==> src/rtl/serial_boot_loader.sv <==
// Serial boot loader: assembles framed UART bytes into little-endian 32-bit words and writes
// them into the processor data RAM, holding the processor in reset while a frame is in flight.
module serial_boot_loader #(
    parameter int unsigned ADDR_WIDTH     = 12,
    parameter logic [7:0]  SYNC_BYTE      = 8'hA5,
    parameter int unsigned TIMEOUT_CYCLES = 1000000
) (
    input  logic                  clock,
    input  logic                  reset,
    input  logic                  rx_valid,
    input  logic [7:0]            rx_data,
    input  logic                  cpu_wEn,
    input  logic [ADDR_WIDTH-1:0] cpu_addr,
    input  logic [31:0]           cpu_dataIn,
    output logic                  ram_wEn,
    output logic [ADDR_WIDTH-1:0] ram_addr,
    output logic [31:0]           ram_dataIn,
    output logic                  cpu_hold,
    output logic                  busy,
    output logic                  done,
    output logic                  err,
    output logic [15:0]           words_written
);

    localparam int unsigned    TW     = $clog2(TIMEOUT_CYCLES + 1);
    localparam logic [TW-1:0]  T_LAST = TW'(TIMEOUT_CYCLES - 1);

    typedef enum logic [2:0] {
        S_IDLE, S_ADDR0, S_ADDR1, S_CNT0, S_CNT1, S_DATA, S_CHK
    } state_t;

    state_t state, state_next;

    logic [7:0]            addr_lo;
    logic [7:0]            cnt_lo;
    logic [7:0]            chk;
    logic [15:0]           word_count;
    logic [1:0]            byte_idx;
    logic [23:0]           word_buf;
    logic [ADDR_WIDTH-1:0] addr;
    logic [31:0]           wr_data;
    logic                  wr_en;
    logic [TW-1:0]         idle_cnt;

    logic [15:0] addr_full;
    logic [15:0] count_full;
    logic        addr_bad;
    logic        last_word;
    logic        timeout_hit;

    assign addr_full   = {rx_data, addr_lo};
    assign count_full  = {rx_data, cnt_lo};
    assign addr_bad    = (addr_full >> ADDR_WIDTH) != 16'd0;
    assign last_word   = (words_written + 16'd1) == word_count;
    assign timeout_hit = (state != S_IDLE) && !rx_valid && (idle_cnt == T_LAST);

    // NOTE: sequential state uses non-blocking assignments so every register samples pre-edge values.
    always_ff @(posedge clock) begin
        if (reset) state <= S_IDLE;
        else       state <= state_next;
    end

    always_comb begin
        // NOTE: default first so every path assigns state_next and no latch is inferred.
        state_next = state;
        if (timeout_hit) begin
            state_next = S_IDLE;
        end else if (rx_valid) begin
            case (state)
                S_IDLE:  if (rx_data == SYNC_BYTE) state_next = S_ADDR0;
                S_ADDR0: state_next = S_ADDR1;
                S_ADDR1: state_next = addr_bad ? S_IDLE : S_CNT0;
                S_CNT0:  state_next = S_CNT1;
                S_CNT1:  state_next = (count_full == 16'd0) ? S_CHK : S_DATA;
                S_DATA:  if (byte_idx == 2'd3 && last_word) state_next = S_CHK;
                S_CHK:   state_next = S_IDLE;
                default: state_next = S_IDLE;
            endcase
        end
    end

    // Datapath: the write is registered so it lands one clock after the 4th data byte,
    // and the address advances on that write cycle.
    always_ff @(posedge clock) begin
        if (reset) begin
            addr_lo       <= '0;
            cnt_lo        <= '0;
            chk           <= '0;
            word_count    <= '0;
            byte_idx      <= '0;
            word_buf      <= '0;
            addr          <= '0;
            wr_data       <= '0;
            wr_en         <= 1'b0;
            idle_cnt      <= '0;
            done          <= 1'b0;
            err           <= 1'b0;
            words_written <= '0;
        end else begin
            wr_en <= 1'b0;
            done  <= 1'b0;
            if (wr_en) addr <= addr + ADDR_WIDTH'(1);

            if (state == S_IDLE || rx_valid) begin
                idle_cnt <= '0;
            end else if (timeout_hit) begin
                idle_cnt <= '0;
                err      <= 1'b1;
            end else begin
                idle_cnt <= idle_cnt + TW'(1);
            end

            if (rx_valid) begin
                if (state inside {S_ADDR0, S_ADDR1, S_CNT0, S_CNT1, S_DATA}) chk <= chk ^ rx_data;
                case (state)
                    S_IDLE: begin
                        if (rx_data == SYNC_BYTE) begin
                            err           <= 1'b0;
                            words_written <= '0;
                            chk           <= '0;
                            byte_idx      <= '0;
                        end
                    end
                    S_ADDR0: addr_lo <= rx_data;
                    S_ADDR1: begin
                        if (addr_bad) err  <= 1'b1;
                        else          addr <= addr_full[ADDR_WIDTH-1:0];
                    end
                    S_CNT0: cnt_lo <= rx_data;
                    S_CNT1: begin
                        word_count <= count_full;
                        byte_idx   <= '0;
                    end
                    S_DATA: begin
                        byte_idx <= byte_idx + 2'd1;
                        case (byte_idx)
                            2'd0:    word_buf[7:0]   <= rx_data;
                            2'd1:    word_buf[15:8]  <= rx_data;
                            2'd2:    word_buf[23:16] <= rx_data;
                            default: begin
                                wr_en         <= 1'b1;
                                wr_data       <= {rx_data, word_buf};
                                words_written <= words_written + 16'd1;
                            end
                        endcase
                    end
                    S_CHK: begin
                        if (rx_data == chk) done <= 1'b1;
                        else                err  <= 1'b1;
                    end
                    default: ;
                endcase
            end
        end
    end

    always_comb begin
        busy       = (state != S_IDLE);
        cpu_hold   = busy;
        ram_wEn    = cpu_wEn;
        ram_addr   = cpu_addr;
        ram_dataIn = cpu_dataIn;
        if (busy) begin
            ram_wEn    = wr_en;
            ram_addr   = addr;
            ram_dataIn = wr_data;
        end
    end

endmodule

==> config.mk <==
export PLATFORM = sky130hd
export DESIGN_NAME = serial_boot_loader
export DESIGN_NICKNAME = d
export VERILOG_FILES = /design/src/rtl/serial_boot_loader.sv
export SDC_FILE = /design/constraint.sdc
export NUM_CORES = 1
export LEC_CHECK = 0
export BUFFER_PORTS_ARGS = -buffer_cell sky130_fd_sc_hd__buf_2
export CAP_MARGIN = 40
export CORE_UTILIZATION = 35
export DETAILED_ROUTE_END_ITERATION = 7
export GPL_TIMING_DRIVEN = 0
export HOLD_SLACK_MARGIN = 0.12
export SLEW_MARGIN = 5
export SYNTH_ARGS = -nofsm -noshare
export SYNTH_HDL_FRONTEND = slang
export SYNTH_SLANG_ARGS = --single-unit
==> constraint.sdc <==
create_clock -name clock -period 5.95 [get_ports clock]
set_input_delay 0.2975 -clock clock [delete_from_list [all_inputs] [get_ports clock]]
set_output_delay 0.2975 -clock clock [all_outputs]
set_load 0.03 [all_outputs]
# --- Word-level counts from Yosys, hierarchy flattened ---
# Index checks and enable logic that the tools add are counted.
word_totals:
  ff_bits: 152
  latchBits: 0
  ramBits: 0
  romBits: 0
  inputBits: 56
  out_inout_bits: 65
  elab_cells: 98
  n_memories: 0
classes:
  addsub: 4
  multipliers: 0
  n_div: 0
  n_lt_le_gt_ge: 0
  eq_ne: 16
  n_shift: 0
  mux: 29
  bitwise_logic: 5
  n_reduce_logical: 28
op_table:
  columns: ["operator", "n"]
  rows:
  - ["two-way mux 12 bit", 5]
  - ["two-way mux 16 bit", 2]
  - ["two-way mux 32 bit", 1]
  - ["one-hot mux 16 bit (2 select lines)", 1]
  - ["two-way mux 8 bit", 3]
  - ["adder 20 x 1 -> 20 bit (second input constant)", 1]
  - ["== test 20 bit (second input constant)", 1]
  - ["one-hot mux 3 bit (6 select lines)", 1]
  - ["AND reduction 3 bit", 6]
  - ["adder 16 x 1 -> 16 bit (second input constant)", 1]
  - ["== test 16 bit", 1]
  - ["zero test 16 bit", 1]
  - ["nonzero test 16 bit", 1]
  - ["adder 12 x 1 -> 12 bit (second input constant)", 1]
  - ["OR reduction 3 bit", 4]
  - ["== test 3 bit (second input constant)", 3]
  - ["two-way mux 1 bit", 9]
  - ["== test 8 bit", 1]
  - ["== test 8 bit (second input constant)", 1]
  - ["bitwise XOR 8 bit", 1]
  - ["== test 3 x 2 -> 1 bit (second input constant)", 2]
  - ["two-way mux 2 bit", 3]
  - ["two-way mux 3 bit", 2]
  - ["inequality test 2 bit (second input constant)", 3]
  - ["other kinds (18)", 27]

# --- Depth between registers and ports, before layout ---
depth:
  ltp_word: 8
  ltp_mapped: 9
  mapped_depth_nobuf: 8

# --- Worst setup path after synthesis ---
# Ideal clock, no wire load.
synth_timing:
  path_type: "reg-to-reg"
  startpoint: "register words_written[0]"
  endpoint: "register state[1]"
  arrival_ns: 2.511
  required_ns: 5.892
  path_slack_ns: 3.381
  stages_incl_launch_ff: 10
  n_path_buf: 1
  path_cell_list: "dfxtp_1 ha_1 buf_2 nand3_2 nor4_2 xor2_1 a2111oi_2 nand4_1 nor3_1 o21a_1"
synth_via:
  elab_chain_len: 5
synth_rtl:
  columns: ["item", "line", "rtl"]
  rows:
  - ["start, declared", "22", "output logic [15:0] words_written"]
  - ["start signal, assigned", "143", "words_written <= words_written + 16'd1;"]
  - ["adder 16 x 1 -> 16 bit", "54", "assign last_word = (words_written + 16'd1) == word_count;"]
  - ["== test 16 bit", "54", null]
  - ["logical AND 1 bit", "75", "S_DATA: if (byte_idx == 2'd3 && last_word) state_next = S_CHK;"]
  - ["inequality test 2 bit (no line)", null, null]
  - ["AND reduction 3 bit (no line)", null, null]
  - ["end signal, assigned", "60", "else state <= state_next;"]
  - ["end, declared", "32", "state_t state, state_next;"]
# Every way passes these cells.
# A chain may end at the register's enable or synchronous reset.

# --- Worst setup path after layout ---
layout_timing:
  startpoint: "register state[2]"
  endpoint: "output ram_dataIn[30]"
layout_via:
  elab_chain_len: 2
layout_rtl:
  columns: ["item", "line", "rtl"]
  rows:
  - ["nonzero test 3 bit", "158", "busy = (state != S_IDLE);"]
  - ["two-way mux 32 bit", "163", "if (busy) begin"]
  - ["end, declared", "17", "output logic [31:0] ram_dataIn,"]
# Every way passes these cells.

==> results.py <==
metrics = {
    "worst_setup_path": {
        "cp.arrival_ns": 2.74,
        "critPathCaptureType": "output port",
        "crit_required_ns": 5.65,
        "cp_max_fo": 10,
        "crit_path_start_kind": "register",
        "critical_path_class": "reg -> out",
    },
    "timing": {
        "finalSetupViolations": 0,
        "period_minus_slack_ns": 3.037,
        "fin_setup_tns_ns": 0,
        "fin_ws_ns": 2.913,
        "rsz0062_at_grt": "no",
        "relSlewSlack_pct": 46.46,
        "clock.fmax_ghz": 0.3293,
        "worst_pin_slew_ns": 0.7957,
        "period_share_pct": 51.04,
        "slew_violations": 0,
        "skew_ns": 0.005542,
        "hold_violations": 0,
    },
    "logic_synthesis": {
        "synth.area.top_cells": "dfxtp_1 42%, nand2_1 17%, a21oi_1 7.3%",
        "yosys_warnings": 0,
        "synth_area_per_cell_um2": 7.332,
        "synth_top_cell_by_area": "dfxtp_1",
        "synth-seq-cells": 152,
        "seq_area_frac_synth_pct": 41.63,
        "synth_top_area_share_pct": 41.63,
        "syn-instance-count": 997,
        "synthArstFlopShare_pct": 0,
        "synth.distinct_cells": 51,
        "synth_edf_count": 0,
        "netlist_area_um2": 7310,
        "syn_nets": 1060,
        "synthFlopType": "dfxtp_1",
    },
    "pwr": {
        "power-per-cell-area_nw_per_um2": 245.2,
        "vdd_drop_max_mv": 0.1496,
        "leakagePower_nw": 3.371,
    },
    "placed_design": {
        "preCtsSetupSlack_ns": 3.126,
        "dp_hpwl_um": 15000,
        "place_congestion": 0.8698,
        "numPortBuffers": 119,
    },
    "die": {
        "initial_core_util_pct": 35.89,
        "rows": 52,
        "dieArea_um2": 21470,
        "coreArea_um2": 20360,
        "ioPinCount": 121,
        "die_x_um": 146.5,
        "fp.dieH_um": 146.5,
    },
    "drt": {
        "routed_via_density": 4.948,
        "ant_nets": 0,
        "dr.first_iter.drc_count": 433,
        "dr.pass1.iters": 5,
        "route.detailed.drc": 0,
        "wl_per_cell_um": 14.56,
        "drt-total-wl_um": 20680,
        "via_count": 7026,
    },
    "global_routing": {
        "grt_pass1_vias": 6575,
        "antenna_found_initial": 0,
        "overflow": 0,
        "grt_use_total_pct": 19.88,
        "grt_start_max_net_pins": 17,
        "grt_pass1_wl_um": 33520,
    },
    "min_path": {
        "hold_path.class": "in -> reg",
    },
    "cts": {
        "clk_path_buf_depth": 2,
        "path_clk_slew_ns": 0.06,
        "h-tree-depth": 4,
        "cts_buffers": 17,
        "post_cts_buffers": 0,
        "cts.sinks": 152,
        "insertion_delay_ns": 0.43,
        "cts_tree": "yes",
        "clock-root-buffer": "clkbuf_16",
        "cts_hold_buf": 0,
        "post_cts_resized": 0,
    },
    "final_layout": {
        "layout-drive-gt1-share_pct": 16.00,
        "insertedDiodeCount": 0,
        "layout.nets": 1200,
        "area_delta_synth_final_pct": 20.66,
        "postLayoutCoreUtil_pct": 43.31,
    },
    "flow_run": {
        "drv_cap": 0,
    },
    "outcome": {
        "status": "complete, no violations",
    },
}
==> critical path, stage by stage, from the launching register on <==
cell      delay, ns
dfxtp_1        0.29
buf_2          0.17
nor3_1         0.49
clkbuf_1       0.38
buf_6          0.21
clkbuf_1       0.39
nand2_1        0.11
nand2_1        0.07
buf_2          0.19
==> flip-flops by register name, indices dropped and copies added, names as in the netlist <==
signal         cells
word_buf          24
state              3
addr_lo            8
wr_en              1
words_written     16
done               1
err                1
byte_idx           2
wr_data           32
chk                8
addr              12
word_count        16
cnt_lo             8
idle_cnt          20
==> layout make-up <==
class / instances / area [um2]
buffer: 71 / 292.8
timing repair buffer: 121 / 611.8
multi-input combinational: 766 / 3944
tap: 270 / 337.8
clock buffer: 20 / 466.7
fill: 2100 / 11540
sequential: 152 / 3043
inverter: 8 / 30.03
clock inverter: 12 / 93.84
==> through the flow <==
step	hold slack, ns	cells	instance area (um2)	total power, mW
finish	0.3985	1420	8820	2.162
global route	0.4036	1420	8820	2.233
CTS	0.3855	1420	8820	2.181
detailed placement	0.4476	1388	8259	1.167
global placement	0.4385	1386	8243	1.167
floorplan	0.4260	997	7310	1.114
==> cell usage after synthesis (3+ instances only) <==
cell / number
a211oi_1: 15
a21oi_1: 106
a22oi_1: 5
a311oi_1: 3
and2_1: 3
and3_1: 12
and4_1: 4
buf_2: 11
buf_4: 3
clkbuf_1: 54
dfxtp_1: 152
ha_1: 7
inv_1: 8
mux2i_1: 3
nand2_1: 328
nand3_1: 47
nand4_1: 12
nor2_1: 78
nor3_1: 9
nor3b_1: 3
nor4_1: 3
o211ai_1: 3
o21ai_0: 16
o22ai_1: 4
or3_1: 5
or4_1: 6
xnor2_1: 29
xor2_1: 35
==> cell usage in the layout, fill, tap and decap left out, drive strengths merged, types with 13 or more instances in the layout <==
master and count:
o21ai 16, nand3 49, xnor2 29, a21oi 107, xor2 35, nand2 328, clkbuf 75, buf 137
nor2 78, a211oi 15, dfxtp 152, nand4 13
==> per-layer routing <==
| layer | GRT usage (%) | vias up | share of wire [%] |
|---|---|---|---|
| li1 | - | 3607 | - |
| met1 | 26.40 | 3195 | 48 |
| met2 | 31.38 | 186 | 45 |
| met5 | 0 | - | 0 |
| met4 | 8.125 | 0 | 2.5 |
| met3 | 4.031 | 38 | 4.6 |
==> path summary, 6_finish.rpt <==
| path | endpoint | cells past startpoint | start | slack (ns) |
|---|---|---|---|---|
| setup / recovery | ram_dataIn[30] | 8 | state[2] | 2.91 |
| hold / removal | state[0] | 5 | rx_data[6] | 0.40 |
| setup reg to reg | state[1] | 9 | words_written[0] | 3.06 |
| hold reg to reg | wr_data[13] | 2 | word_buf[13] | 0.45 |
==> report_power, final <==
| part | switching [mW] | internal, mW |
|---|---|---|
| sequential | 0.000126 | 1.02 |
| combinational | 0.0901 | 0.0365 |
| clock | 0.447 | 0.571 |
| total | 0.538 | 1.62 |
==> cell families (layout without fill, tap and decap cells) <==
group                      Yosys count  after routing  share of synthesized area [%]
buffers and inverters               79            232                          4.416
and+or+nand+nor                    528            528                          31.68
AOI/OAI and AO/OA                  163            163                          12.84
muxes                                4              4                         0.5649
adders and majority gates            7              7                          1.198
xor gates and xnor gates            64             64                          7.669
DFF                                152            152                          41.63
Power figures use the tool's default switching activity.
